<file path="src/rtl/regfile_pkg.sv">
// Shared sizes and types for the register-file sequencing front end.
// Imported by the arbiter and the top-level sequencer.
package regfile_pkg;

    localparam int DATA_W_DEF = 64;
    localparam int ADDR_W_DEF = 5;
    localparam int NUM_REGS   = 32;

    typedef enum logic {
        INIT,
        RUN
    } state_t;

    typedef enum logic {
        CLI_A,
        CLI_B
    } cli_t;

endpackage

</file>
<file path="src/rtl/rr_arb2.sv">
// Two-request round-robin arbiter.
// The pointer names the client that wins the next tie.
module rr_arb2
    import regfile_pkg::*;
(
    input  logic clock,
    input  logic reset_n,
    input  logic i_req_a,
    input  logic i_req_b,
    output logic o_gnt_a,
    output logic o_gnt_b
);

    cli_t r_ptr;

    assign o_gnt_a = i_req_a && (!i_req_b || r_ptr == CLI_A);
    assign o_gnt_b = i_req_b && (!i_req_a || r_ptr == CLI_B);

    // The client just served loses the next tie.
    always_ff @(posedge clock or negedge reset_n) begin
        if (!reset_n) begin
            r_ptr <= CLI_A;
        end else if (o_gnt_a) begin
            r_ptr <= CLI_B;
        end else if (o_gnt_b) begin
            r_ptr <= CLI_A;
        end
    end

endmodule

</file>
<file path="src/rtl/regfile_arbiter.sv">
// Register-file front end: clears all registers after reset, then shares
// the read-port pair between two clients and accepts a writeback stream.
module regfile_arbiter
    import regfile_pkg::*;
#(
    parameter int DATA_W = DATA_W_DEF,
    parameter int ADDR_W = ADDR_W_DEF
) (
    input  logic              clock,
    input  logic              reset_n,
    input  logic              a_valid,
    output logic              a_ready,
    input  logic [ADDR_W-1:0] a_rs1,
    input  logic [ADDR_W-1:0] a_rs2,
    input  logic              b_valid,
    output logic              b_ready,
    input  logic [ADDR_W-1:0] b_rs1,
    input  logic [ADDR_W-1:0] b_rs2,
    output logic              a_resp_valid,
    output logic [DATA_W-1:0] a_rd1,
    output logic [DATA_W-1:0] a_rd2,
    output logic              b_resp_valid,
    output logic [DATA_W-1:0] b_rd1,
    output logic [DATA_W-1:0] b_rd2,
    input  logic              w_valid,
    output logic              w_ready,
    input  logic [ADDR_W-1:0] w_addr,
    input  logic [DATA_W-1:0] w_data,
    output logic              rf_read,
    output logic              rf_write,
    output logic [ADDR_W-1:0] rf_rs1,
    output logic [ADDR_W-1:0] rf_rs2,
    output logic [ADDR_W-1:0] rf_wr,
    output logic [DATA_W-1:0] rf_wdata,
    input  logic [DATA_W-1:0] rf_rd1,
    input  logic [DATA_W-1:0] rf_rd2,
    output logic              init_busy
);

    state_t            r_state;
    logic [ADDR_W-1:0] r_cnt;

    logic              r_resp;
    cli_t              r_owner;
    logic              r_zero1;
    logic              r_zero2;
    logic              r_fwd1;
    logic              r_fwd2;
    logic [DATA_W-1:0] r_fdata1;
    logic [DATA_W-1:0] r_fdata2;

    logic              w_run;
    logic              w_gnt_a;
    logic              w_gnt_b;
    logic              w_gnt;
    logic              w_wr_act;
    logic [ADDR_W-1:0] w_rs1;
    logic [ADDR_W-1:0] w_rs2;
    logic              w_fwd1;
    logic              w_fwd2;
    logic [DATA_W-1:0] w_rd1;
    logic [DATA_W-1:0] w_rd2;

    assign w_run     = (r_state == RUN);
    assign init_busy = (r_state == INIT);
    assign w_ready   = w_run;

    rr_arb2 u_arb (
        .clock   (clock),
        .reset_n (reset_n),
        .i_req_a (w_run && a_valid),
        .i_req_b (w_run && b_valid),
        .o_gnt_a (w_gnt_a),
        .o_gnt_b (w_gnt_b)
    );

    assign a_ready  = w_gnt_a;
    assign b_ready  = w_gnt_b;
    assign w_gnt    = w_gnt_a || w_gnt_b;
    assign w_wr_act = w_run && w_valid;

    assign w_rs1 = w_gnt_a ? a_rs1 : (w_gnt_b ? b_rs1 : '0);
    assign w_rs2 = w_gnt_a ? a_rs2 : (w_gnt_b ? b_rs2 : '0);

    assign rf_read = w_gnt;
    assign rf_rs1  = w_rs1;
    assign rf_rs2  = w_rs2;

    // The register file returns the pre-write value on a same-cycle hit.
    assign w_fwd1 = w_wr_act && (w_addr != '0) && (w_rs1 == w_addr);
    assign w_fwd2 = w_wr_act && (w_addr != '0) && (w_rs2 == w_addr);

    always_comb begin
        rf_write = 1'b0;
        rf_wr    = '0;
        rf_wdata = '0;
        if (!w_run) begin
            rf_write = 1'b1;
            rf_wr    = r_cnt;
        end else if (w_wr_act) begin
            rf_write = (w_addr != '0);
            rf_wr    = w_addr;
            rf_wdata = w_data;
        end
    end

    always_ff @(posedge clock or negedge reset_n) begin
        if (!reset_n) begin
            r_state <= INIT;
            r_cnt   <= '0;
        end else if (r_state == INIT) begin
            r_cnt <= r_cnt + 1'b1;
            if (r_cnt == ADDR_W'(NUM_REGS - 1)) begin
                r_state <= RUN;
            end
        end
    end

    always_ff @(posedge clock or negedge reset_n) begin
        if (!reset_n) begin
            r_resp   <= 1'b0;
            r_owner  <= CLI_A;
            r_zero1  <= 1'b0;
            r_zero2  <= 1'b0;
            r_fwd1   <= 1'b0;
            r_fwd2   <= 1'b0;
            r_fdata1 <= '0;
            r_fdata2 <= '0;
        end else begin
            r_resp <= w_gnt;
            if (w_gnt) begin
                r_owner  <= w_gnt_b ? CLI_B : CLI_A;
                r_zero1  <= (w_rs1 == '0);
                r_zero2  <= (w_rs2 == '0);
                r_fwd1   <= w_fwd1;
                r_fwd2   <= w_fwd2;
                r_fdata1 <= w_fwd1 ? w_data : '0;
                r_fdata2 <= w_fwd2 ? w_data : '0;
            end
        end
    end

    assign w_rd1 = r_zero1 ? '0 : (r_fwd1 ? r_fdata1 : rf_rd1);
    assign w_rd2 = r_zero2 ? '0 : (r_fwd2 ? r_fdata2 : rf_rd2);

    assign a_resp_valid = r_resp && (r_owner == CLI_A);
    assign b_resp_valid = r_resp && (r_owner == CLI_B);

    assign a_rd1 = a_resp_valid ? w_rd1 : '0;
    assign a_rd2 = a_resp_valid ? w_rd2 : '0;
    assign b_rd1 = b_resp_valid ? w_rd1 : '0;
    assign b_rd2 = b_resp_valid ? w_rd2 : '0;

endmodule

</file>
<file path="config.mk">
export PLATFORM = sky130hd
export DESIGN_NAME = regfile_arbiter
export DESIGN_NICKNAME = d
export VERILOG_FILES = /design/src/rtl/regfile_pkg.sv /design/src/rtl/rr_arb2.sv /design/src/rtl/regfile_arbiter.sv
export SDC_FILE = /design/constraint.sdc
export NUM_CORES = 1
export LEC_CHECK = 0
export CORE_AREA = 2 2 222 224
export CTS_CLUSTER_SIZE = 28
export DETAILED_ROUTE_END_ITERATION = 10
export DIE_AREA = 0 0 224 226
export DONT_BUFFER_PORTS = 1
export GPL_TIMING_DRIVEN = 0
export PLACE_DENSITY_LB_ADDON = 0.05
export SYNTH_ARGS = -nofsm -noshare
export SYNTH_HDL_FRONTEND = slang
export SYNTH_SLANG_ARGS = --single-unit
</file>
<file path="constraint.sdc">
create_clock -name clock -period 1.8 [get_ports clock]
set_clock_uncertainty 0.05 [all_clocks]
set_input_delay 0.27 -clock clock [delete_from_list [all_inputs] [get_ports clock]]
set_output_delay 0.27 -clock clock [all_outputs]
set_load 0.005 [all_outputs]
</file>
; Yosys cells after proc, flatten, opt, wreduce, memory -nomap -nowiden
; Cells that the tools add are included.
[totals]
reg_bits = 141
out_inout_bits = 343
[op_classes]
n_addsub = 1
n_eq_ne = 3
mux = 25
bitwise_logic = 3
n_reduce_logical = 19
[op_table]
columns = op, count
row1 = 64-bit 2-to-1 mux, 12
row2 = 5-bit 2-to-1 mux, 6
row3 = 5-bit == test, 2
row4 = 1-bit logical AND, 10
row5 = 5-bit logical NOT, 2
row6 = 1-bit 2-to-1 mux, 7
row7 = "5-bit by 1-bit adder with 5-bit output, second input constant", 1
row8 = "5-bit == test, second input constant", 1
row9 = 5-bit nonzero test, 1
row10 = 1-bit logical OR, 3
row11 = 1-bit inverter, 3
row12 = 1-bit logical NOT, 2
row13 = 2-bit nonzero test, 1

; Logic depth before layout (Yosys ltp)
; Gate-level depths: netlist of the first run.
[logic_depth]
ltp_word = 9
ltp_mapped = 9
mapped_depth_nobuf = 6

; Modules after synthesis
; From an unflattened synthesis of the first run, not the netlist that was laid out.
[unflattened]
hier_cells = 923
hier_area_um2 = 8460.6
[modules_own_cells]
columns = module, instances, cells_per_inst, area_per_inst_um2, seq_area_each_um2
row1 = regfile_arbiter, 1, 917, 8406.8, 3503.4
row2 = rr_arb2, 1, 6, 53.8, 25.0

; Least setup slack after synthesis of the first run
; Ideal clock, no wire load.
[synth_path]
path_kind = register to register
startpoint = register u_arb.r_ptr
endpoint = register r_fwd2
t_arrival_ns = 1.772
t_required_ns = 1.624
slack_ns = -0.148
path_stages_with_launch = 9
synth_period_minus_slack_ns = 1.948
path_cell_list = dfrtp_1 nand2b_4 buf_4 a32o_1 and3_1 o2111ai_1 buf_4 buf_6 o21ai_1
[synth_via]
elab_chain_cells = 6
elab_cells_between_ends = 10
cone_classes = eq/ne: 1 / mux: 2 / bitwise: 1 / reduce/logical: 6
[synth_lines]
columns = item, line_no
row1 = from (decl), rr_arb2.sv:14  ; cli_t r_ptr;
row2 = from (signal assigned), rr_arb2.sv:22  ; r_ptr <= CLI_A;
row3 = from (signal assigned), rr_arb2.sv:24  ; r_ptr <= CLI_B;
row4 = from (signal assigned), rr_arb2.sv:26  ; r_ptr <= CLI_A;
row5 = 1-bit logical OR / 1-bit inverter (equally long branches), "rr_arb2.sv:17, rr_arb2.sv:16"
row6 = 1-bit logical AND / 1-bit logical OR (equally long branches), "rr_arb2.sv:17, rr_arb2.sv:16"
row7 = 5-bit 2-to-1 mux / 1-bit logical AND (equally long branches), "regfile_arbiter.sv:83, rr_arb2.sv:16"
row8 = 5-bit 2-to-1 mux, regfile_arbiter.sv:83  ; assign w_rs2 = w_gnt_a ? a_rs2 : (w_gnt_b ? b_rs2 : '0);
row9 = 5-bit == test, regfile_arbiter.sv:91  ; assign w_fwd2 = w_wr_act && (w_addr != '0) && (w_rs2 == w_addr);
row10 = 1-bit logical AND, regfile_arbiter.sv:91
row11 = to (signal assigned), regfile_arbiter.sv:136  ; r_fwd2 <= w_fwd2;
row12 = to (decl), regfile_arbiter.sv:48  ; logic r_fwd2;
; Parallel ways exist; a longest one is shown, timed or not.
; A chain may end at the register's enable or synchronous reset.

; Final worst setup path of the first run
[layout_path]
startpoint = register u_arb.r_ptr
endpoint = register r_fdata1[46]
[layout_via]
elab_chain_cells = 7
elab_cells_between_ends = 11
cone_classes = eq/ne: 1 / mux: 3 / bitwise: 1 / reduce/logical: 6
[layout_lines]
columns = item, line_no
row1 = 1-bit logical OR / 1-bit inverter (equally long branches), "rr_arb2.sv:17, rr_arb2.sv:16"
row2 = 1-bit logical AND / 1-bit logical OR (equally long branches), "rr_arb2.sv:17, rr_arb2.sv:16"
row3 = 5-bit 2-to-1 mux / 1-bit logical AND (equally long branches), "regfile_arbiter.sv:82, rr_arb2.sv:16"
row4 = 5-bit 2-to-1 mux, regfile_arbiter.sv:82  ; assign w_rs1 = w_gnt_a ? a_rs1 : (w_gnt_b ? b_rs1 : '0);
row5 = 5-bit == test, regfile_arbiter.sv:90  ; assign w_fwd1 = w_wr_act && (w_addr != '0) && (w_rs1 == w_addr);
row6 = 1-bit logical AND, regfile_arbiter.sv:90
row7 = 64-bit 2-to-1 mux, regfile_arbiter.sv:137  ; r_fdata1 <= w_fwd1 ? w_data : '0;
row8 = to (signal assigned), regfile_arbiter.sv:137
row9 = to (decl), regfile_arbiter.sv:49  ; logic [DATA_W-1:0] r_fdata1;
; Parallel ways exist; a longest one is shown, timed or not.

==> results.md, run 1 <==
* Most common cell in the netlist: nor2_1
* # setup viols final at 472
* Layout area overhead at 61.97%
* Critical path's largest stage delay at 0.43 ns
* Worst vdd ir at 476.7 uV
* Final Max Slew Viols at 0
* Slew HR at 0.6040
* CP cell instances: nand2b_4 > a32o_2 > a21bo_2 > and4b_2 > buf_12 > buf_12 > a32o_1
* Largest net degree at the start of global routing at 142
* Worst R2R End: r_fdata1[46]
* IO buf count at 0
* Std cell rows at 81
* Sequential area share after synthesis at 0.3821
* Worst Setup SP: u_arb.r_ptr
* GPL Wtd Cong at 0.7990
* Remaining antenna violation count at 0
* Min setup slack post-route at -0.3215 ns
* Die area at 50,620 um^2
* Cell taking the most area after synthesis: dfrtp_1
* Final count of hold timing violations at 141
* Ports at 565
* Crit path max fanout at 10
* CTS Buf Count at 17
* CP endpoint kind: register
* Crit path launch type: register
* Drt initial violations at 474
* Via count at 8,935
* Synthesized flop and latch total at 141
* CORE AREA at 48,340 um^2
* Fmax at 471.4 MHz
* Clk_lat worst skew at 0.44 ns
* Flop2flop setup slack at -0.32 ns
* Drc violations at 0
* Post-CTS Hold Buffers at 65
* Vias in the first global route at 9,276
* Max-cap viol count at 0
* Setup TNS at -112.97 ns
* Cells on worst reg2reg path at 7
* Starting Density at 0.1910
* Outcome: finished, violations left
* Post-route minimum period at 2.121 ns
* Post-Place Cell Area at 10,120 um^2
* Total congestion overflow at 0
* FF-to-FF Start: u_arb.r_ptr
* Routed len/inst at 28.25 um
* Post-synth top cells: nor2_1, dfrtp_1, mux2i_1
* Crit Path Category: reg -> reg
* Die width at 224 um
* First-pass GRT wire length at 71,270 um
* Share of layout cells above drive strength 1 at 0.4361
* Critical Path RT at 2.07 ns
* CTS max path bufs at 2
* Slowest cell on the critical path: dfrtp_1
* First-pass detailed-route iteration total at 4
* CP most frequent cell: buf_12
* Netlist cell types at 50
* DPL Wire Length at 35,850 um
* Die Y-Extent at 226 um
* Vias per inst at 4.825
* Total Routing Usage GR at 0.1994
* Top-area cell type share of the netlist area at 0.3821
* Post-Route WL at 52,330 um
* Leak at 6.163 nW
* Failing checks: hold timing, setup timing
* Mean Syn Cell Area at 8.680 um^2
* Fillcell total at 5,006
* HP Class: in -> async
* Top_reg_cell synth: dfrtp_1
* Antenna violations before repair at 2
* WP data arrival at 2.39 ns
* Synth warn at 0
* PD cells at 667.4 nW/um^2
* CTS tree: built
* Netlist Area Pre-Place at 9235 um^2
* Final hold slack at -0.5247 ns
* Post-synthesis net count at 1,288
* Worst-path clk slew at 0.06 ns
* Design Area, Final at 14,960 um^2
* Synthesized netlist cell count at 1,064
* RSZ-0062 raised after global routing: yes
* Nets@finish at 1,441
* Post-synth EDFFs at 0
* Clock sinks at 141
* CTS H-tree depth at 4
* Root buf cell: clkbuf_16
* Final period util at 1.179
* Worst Tran Pin Value at 0.5941 ns
* Ys async rst share at 1.000
* Synth top area cells: dfrtp_1, mux2i_1, nor2_1, a32o_1, and3_1
==> flip-flops by register name, indices dropped and copies added (netlist names) <==
signal / count
r_fdata1: 64
r_fdata2: 64
r_cnt: 5
r_fwd1: 1
r_fwd2: 1
r_owner: 1
r_resp: 1
r_zero1: 1
r_zero2: 1
u_arb.r_ptr: 1
w_ready: 1
==> cells in the final DEF (no fill, tap or decap), types with 7 or more instances in the layout <==
cell type	Yosys	final
clkbuf_8	0	12
dfrtp_1	141	139
buf_6	18	17
clkbuf_16	0	48
a32o_1	67	64
buf_4	3	32
inv_1	73	71
nand2_1	73	72
buf_12	0	33
buf_8	0	11
nor2_4	0	53
and3_1	68	37
nor2_1	263	115
nor2_2	0	95
mux2i_1	129	60
and3_4	0	31
o31ai_1	36	19
buf_16	0	11
clkbuf_2	0	14
mux2i_4	0	35
o31ai_2	29	46
dlygate4sd3_1	0	65
clkbuf_1	60	8
mux2i_2	0	34
nand2b_4	1	7
==> layout make-up <==
class	instances	area [um^2]	area share
diodes	1	2.502	0.0001673
plain buffers	103	1563	0.1045
clock buffers	21	460.4	0.03078
clock inverters	10	115.1	0.007695
inverters	74	286.5	0.01916
multi-input cells	744	6515	0.4355
flip-flops and latches	141	3531	0.2361
well taps	622	778.2	0.05203
repair buffers	136	1707	0.1141
==> power breakdown <==
group | total, mW | switching, mW | internal [mW]
registers | 3.28 | 0.0556 | 3.22
logic | 3.07 | 1.71 | 1.36
clock network | 3.64 | 1.53 | 2.11
total | 9.98 | 3.30 | 6.68
==> routing by layer <==
metal  track usage  vias up  share of wire
met5             0        -              0
li1              -     4031              -
met1        0.2568     4567           0.44
met2        0.3466      317           0.51
met3       0.03825       20          0.044
met4       0.04043        0         0.0097
==> worst max-delay path by stage <==
stage,endpoint
5_1_grt,r_fdata1[46]
3_3_place_gp,a_rd2[62]
3_5_place_dp,rf_wdata[5]
4_1_cts,r_fdata1[46]
2_1_floorplan,r_fdata1[63]
6_report,r_fdata1[46]
==> critical path: cells and delay by family, from the launching register on <==
| kind | cells | cell delay, ns |
|---|---|---|
| AOI/OAI and AO/OA | 3 | 0.73 |
| and+or+nand+nor | 2 | 0.47 |
| DFF | 1 | 0.43 |
| buffers and inverters | 2 | 0.31 |
==> stage by stage <==
step,instances,power (mW),utilization,worst slack (ns),hold WS [ns]
after CTS,1842,9.999,0.2998,-0.3483,-0.5567
after global placement,1686,5.131,0.2093,-1.263,-0.06980
after global routing,1852,10.46,0.3094,-0.4193,-0.5721
after detailed placement,1686,5.115,0.2094,-1.222,-0.06774
final,1852,9.982,0.3094,-0.3215,-0.5247
after floorplan,1064,4.503,-,-0.03467,-0.07559
==> timing repair <==
item / CTS / global route
gates cloned: 23 / 5
setup endpoints to repair: 480 / 473
hold endpoints to repair: 270 / 141
buffers inserted: 41 / 4
pin swaps: 25 / 9
resized for setup: 574 / 88
==> cells by family after synthesis <==
| group | share of synthesized area |
|---|---|
| simple gates | 0.2059 |
| mux | 0.1423 |
| buf+inv | 0.09064 |
| flops | 0.3821 |
| compound gates | 0.1736 |
| fa+ha+maj | 0.002709 |
| xor+xnor | 0.002846 |
Power figures use the tool's default switching activity.
==> run 2: changes to the inputs <==
Settings changed: CORE_AREA 2 2 222 224 to 2 2 223 225, CTS_BUF_LIST set to sky130_fd_sc_hd__clkbuf_16, DIE_AREA 0 0 224 226 to 0 0 225 227.
==> run 2 against run 1 <==
Net effect:
- the flow still finishes with violations (hold timing, setup timing)
- count of clock-buffer cells in the layout shrank 4
- via count up 2.1%
- die area is 0.89% higher
- hold slack got worse by 0.010 ns
- clock power shrank 6.6%
- critical path type unchanged
- critical endpoint is now r_fdata2[42]
- largest cell class unchanged
==> results.md, run 2 (synthesis gave the netlist of run 1 again) <==
* Root buf cell: clkbuf_16
* Worst Tran Pin Value at 0.6669 ns
* GPL Wtd Cong at 0.7507
* Slew HR at 0.5554
* P_sw at 3.537 mW
* Crit path max fanout at 10
* CTS max path bufs at 2
* HP Class: in -> async
* Place WS at -1.367 ns
* Comb power frac at 0.350
* Antenna violations before repair at 0
* Min setup slack post-route at -0.3260 ns
* Fillcell total at 4,920
* Worst vdd ir at 439.8 uV
* Final count of hold timing violations at 141
* Starting Density at 0.1902
* Total Routing Usage GR at 0.1951
* CTS H-tree depth at 4
* Outcome: finished, violations left
* Crit path launch type: register
* Leak at 6.458 nW
* Fmax at 470.4 MHz
* Die area at 51,080 um^2
* Ports at 565
* PD cells at 626.9 nW/um^2
* Drc violations at 0
* Die Y-Extent at 227 um
* Vias per inst at 4.895
* Clk_lat worst skew at 0.45 ns
* Critical path's largest stage delay at 0.44 ns
* WP data arrival at 2.40 ns
* DPL Wire Length at 36,410 um
* Remaining antenna violation count at 0
* Placed cells at 1,686
* CORE AREA at 48,550 um^2
* IO buf count at 0
* Commonest cells after routing, fill and taps aside: dfrtp_1, nor2_4, mux2i_4
* Final Max Slew Viols at 0
* CP most frequent cell: buf_12
* Final period util at 1.181
* Sw Ratio at 0.3441
* Critical Path RT at 2.08 ns
* Crit Path Category: reg -> reg
* Commonest non-fill, non-tap cell in the layout: dfrtp_1
* First-pass detailed-route iteration total at 5
* RSZ-0062 raised after global routing: yes
* Vias in the first global route at 9,173
* Share of layout cells above drive strength 1 at 0.4988
* Post-Route WL at 54,410 um
* CTS tree: built
* Ant. Diodes at 0
* Biggest regs: r_fdata1 x64, r_fdata2 x64, r_cnt x5
* # setup viols final at 470
* Post-route minimum period at 2.126 ns
* Worst-path clk slew at 0.07 ns
* Std cell rows at 81
* Routed len/inst at 29.21 um
* Failing checks: hold timing, setup timing
* Via count at 9,120
* Final hold slack at -0.5350 ns
* Clk network pwr share at 0.330
* Clock sinks at 141
* CP endpoint kind: register
* Non-filler cells, final at 1,863
* Die width at 225 um
* Internal Pwr Total at 6.741 mW
* Nets@finish at 1,453
* Drt initial violations at 493
* CTS Buf Count at 17
* CP cell instances: nand2b_4 > buf_12 > a32o_2 > and3_4 > o2111ai_4 > buf_12 > clkbuf_16 > o31ai_4
* Post-CTS Hold Buffers at 65
* Total congestion overflow at 0
* Reg power frac at 0.320
* First-pass GRT wire length at 69,910 um
* Slowest cell on the critical path: dfrtp_2
* Largest net degree at the start of global routing at 142
* Total Power at 10.28 mW
* Max-cap viol count at 0
* Layout area overhead at 77.52%
[run 2: area by class of cell]
cell class,count,area (um^2),share of cell area
Inverter,74,292.8,0.01786
Buffer,102,1608,0.09807
Clock inverter,14,106.4,0.006487
Multi-Input combinational cell,743,7597,0.4634
Sequential cell,141,3532,0.2154
Tap cell,622,778.2,0.04747
Timing Repair Buffer,150,2054,0.1253
Clock buffer,17,425.4,0.02595
[run 2: critical path: cells and delay by family, from the launching register on]
kind,cells,cell delay [ns]
buffers and inverters,3,0.57
AO/OA/AOI/OAI,3,0.57
flip-flops,1,0.44
AND/OR/NAND/NOR,2,0.36
[run 2: final timing paths]
| check | from | to | slack, ns | cells after the start |
|---|---|---|---|---|
| setup / recovery | u_arb.r_ptr | r_fdata2[42] | -0.33 | 8 |
| hold / removal | reset_n | r_cnt[1] | -0.54 | 0 |
| setup reg to reg | u_arb.r_ptr | r_fdata2[42] | -0.33 | 8 |
| hold reg to reg | r_fdata1[19] | r_fdata1[19] | 0.45 | 1 |
| max in group asynchronous | reset_n | r_fdata2[25] | 1.89 | 0 |
| min in group clock | a_valid | r_resp | 0.13 | 4 |
[run 2: routing by layer]
layer / wire (um) / track usage / part of all wire / up-vias
met5: 0 / 0 / 0 / -
met4: 665 / 0.04443 / 0.012 / 0
met3: 2296 / 0.04130 / 0.042 / 32
met2: 27990 / 0.3394 / 0.51 / 342
met1: 23460 / 0.2474 / 0.43 / 4669
li1: - / - / - / 4077
[run 2: timing repair]
item / CTS / global route
resized for setup: 563 / 347
setup buffers: 34 / 14
hold endpoints to repair: 270 / 141
gates cloned: 18 / 21
setup endpoints to repair: 480 / 473
pin swaps: 53 / 25
[run 2: power by group through the flow]
stage          Sequential [mW]  Clock (mW)  Combinational (mW)
2_1_floorplan             3.30           0                1.20
3_5_place_dp              3.32           0                1.80
6_report                  3.28        3.40                3.60
3_3_place_gp              3.32           0                1.81
5_1_grt                   3.29        3.66                3.78
4_1_cts                   3.28        3.55                2.98
[run 2: through the flow]
step                hold WS (ns)  utilization  cell area [um^2]  setup TNS, ns
floorplan               -0.07559            -              9341         -2.697
global placement        -0.06958       0.2085             10120        -440.33
detailed placement      -0.06889       0.2085             10120        -420.52
CTS                      -0.5694       0.2956             14350        -133.56
global route             -0.5758       0.3377             16390        -151.61
finish                   -0.5350       0.3377             16390        -110.00
==> run 3: changes to the inputs <==
Settings changed: ABC_AREA set to 1, CORE_AREA 2 2 223 225 to 2 2 219 221, DIE_AREA 0 0 225 227 to 0 0 221 223, PLACE_DENSITY_LB_ADDON 0.05 to 0.2.
==> run 3 against run 2 <==
Net effect:
- the flow still finishes with violations (hold timing, setup timing)
- sequential cell count did not move
- combinational power is 12% lower
- largest power group is now sequential cells
- register-to-register slack better by 0.12 ns
- die area shrank 3.5%
- count of clock-buffer cells in the layout is the same
- highest routed layer is now met5
- cell area down 12%
==> results.md, run 3 <==
* Post-route minimum period at 2.041 ns
* Cell taking the most area after synthesis: dfrtp_1
* Failing checks: hold timing, setup timing
* RSZ-0062 raised after global routing: yes
* Starting Density at 0.1998
* Leak at 7.005 nW
* Share of layout cells above drive strength 1 at 0.2740
* Area fraction in compound gates after synthesis at 0.07611
* Commonest cells after routing, fill and taps aside: nor2_1, nand2_1, dfrtp_1
* Mux contribution to synthesized area at 0
* Netlist Area Pre-Place at 9420 um^2
* Largest family of logic cells by synthesized area: simple AND/OR/NAND/NOR gates
* Synth warn at 0
* Worst vdd ir at 551.6 uV
* Slew HR at 0.5801
* Via count at 10,990
* Setup TNS at -72.98 ns
* Worst Tran Pin Value at 0.6298 ns
* Mean Syn Cell Area at 6.031 um^2
* Total congestion overflow at 0
* Ports at 565
* Min setup slack post-route at -0.2411 ns
* Vias per inst at 4.750
* Synth top area cells: dfrtp_1, nor2_1, nand2_1, nand3_1, o21ai_0
* Die Y-Extent at 223 um
* HP Class: in -> async
* Ys async rst share at 1.000
* CTS H-tree depth at 4
* Netlist cell types at 27
* Synthesized flop and latch total at 141
* Antenna violations before repair at 1
* Sequential area share after synthesis at 0.3746
* Biggest regs: r_fdata1 x64, r_fdata2 x64, r_cnt x5
* Post-Place Cell Area at 10,200 um^2
* First-pass detailed-route iteration total at 6
* Routed len/inst at 23.18 um
* Synth Area in Simple Gates at 0.4493
* Std cell rows at 80
* Fmax at 489.9 MHz
* Outcome: finished, violations left
* # setup viols final at 460
* Final count of hold timing violations at 141
* Post-CTS Hold Buffers at 65
* CORE AREA at 47,150 um^2
* Layout area overhead at 52.76%
* CTS tree: built
* Top-area cell type share of the netlist area at 0.3746
* Drc violations at 0
* Worst-path clk slew at 0.06 ns
* Final hold slack at -0.5349 ns
* CTS max path bufs at 2
* Crit path launch type: register
* Synth Area in Adders at 0.002656
* Critical Path RT at 1.48 ns
* Clock sinks at 141
* Xor/xnor share of the synthesized area at 0.002789
* Final Max Slew Viols at 0
* PD cells at 672.5 nW/um^2
* Post-synth EDFFs at 0
* Nets@finish at 1,908
* CP endpoint kind: output pin
* Largest net degree at the start of global routing at 142
* Design Area, Final at 14,390 um^2
* Synthesized netlist cell count at 1,562
* First-pass GRT wire length at 72,940 um
* Clk_lat worst skew at 0.45 ns
* Post-Route WL at 53,610 um
* Max-cap viol count at 0
* Top_reg_cell synth: dfrtp_1
* Crit Path Category: reg -> out
* Final period util at 1.134
* Total Routing Usage GR at 0.2032
* Post-synthesis net count at 1,786
* Die width at 221 um
* GPL Wtd Cong at 0.8721
* Vias in the first global route at 10,370
* Crit path max fanout at 4
* Remaining antenna violation count at 0
* Commonest non-fill, non-tap cell in the layout: nor2_1
* Post-synth top cells: nor2_1, nand2_1, nand3_1
* IO buf count at 0
* Flop2flop setup slack at -0.21 ns
* Die area at 49,280 um^2
* WP data arrival at 1.72 ns
* Root buf cell: clkbuf_16
* CTS Buf Count at 17
* Total Power at 9.677 mW
* DPL Wire Length at 38,410 um
* Most common cell in the netlist: nor2_1
* Drt initial violations at 788
* Fillcell total at 5,131
[run 3: changes by cell type after synthesis, sizes merged, moves of 67 or more]
cell,delta
o21ai,+126
nor2,+326
mux2i,-129
and3,-68
nand2,+244
a32o,-67
nand3,+148
[run 3: path summary, 6_finish.rpt]
check / cells after the start / startpoint / to
min in group clock: 3 / b_valid / r_owner
min: 0 / reset_n / u_arb.r_ptr
max reg2reg: 11 / w_ready / r_fdata2[49]
max in group asynchronous: 0 / reset_n / r_fdata2[28]
max: 6 / r_fwd2 / b_rd2[62]
min reg2reg: 2 / r_fdata1[63] / r_fdata1[63]
[run 3: logic make-up (layout without fill, tap and decap cells)]
family | Yosys count | in the layout
adder cells (fa/ha/maj) | 2 | 2
AND/OR/NAND/NOR | 1065 | 1065
buffers and inverters | 211 | 346
AO/OA/AOI/OAI | 140 | 140
XOR/XNOR | 3 | 3
other | 0 | 1
flip-flops | 141 | 141
[run 3: power by group]
part	total, mW	switching [mW]	internal [mW]	leakage (nW)
clock network	3.25	1.53	1.72	0.249
registers	3.27	0.0473	3.22	1.95
logic	3.16	1.96	1.20	4.81
[run 3: final cells by class]
| class | instances | area [um^2] | share of cell area |
|---|---|---|---|
| clock buffer | 17 | 425.4 | 0.02956 |
| inverter | 90 | 354.1 | 0.02461 |
| timing repair buffer | 105 | 1295 | 0.08999 |
| tap | 615 | 769.5 | 0.05347 |
| sequential | 141 | 3533 | 0.2455 |
| antenna | 1 | 2.502 | 0.0001739 |
| multi-input combinational | 1210 | 6284 | 0.4367 |
| clock inverter | 15 | 83.83 | 0.005826 |
| buffer | 119 | 1643 | 0.1142 |
[run 3: timing repair]
action / in CTS / in global routing
pin swaps: 53 / 60
gates resized for setup: 564 / 238
hold endpoints to repair: 270 / 141
gates cloned: 12 / 10
endpoints found under the setup margin: 470 / 470
setup buffers: 12 / 6
[run 3: per-layer routing]
layer  global-route usage  wire length, um
met2               0.3465            26770
met4              0.03940              588
met3              0.04557             2637
met5                    0               16
met1               0.2637            23590
[run 3: through the flow]
step,utilization,std cells,hold slack (ns),setup slack (ns)
final,0.3052,2313,-0.5349,-0.2411
after global routing,0.3052,2312,-0.5716,-0.3268
after CTS,0.2853,2299,-0.5727,-0.3250
after detailed placement,0.2165,2178,-0.07082,-1.362
after global placement,0.2161,2177,-0.07158,-1.385
after floorplan,-,1562,-0.07559,0.1234
[run 3: critical path, cell delays in order, from the launching register on]
cell and delay (ns):
dfrtp_2 0.43, buf_6 0.13, clkbuf_16 0.16, nor2_1 0.05, nor2_1 0.07, o21ai_0 0.14, nor2_1 0.29
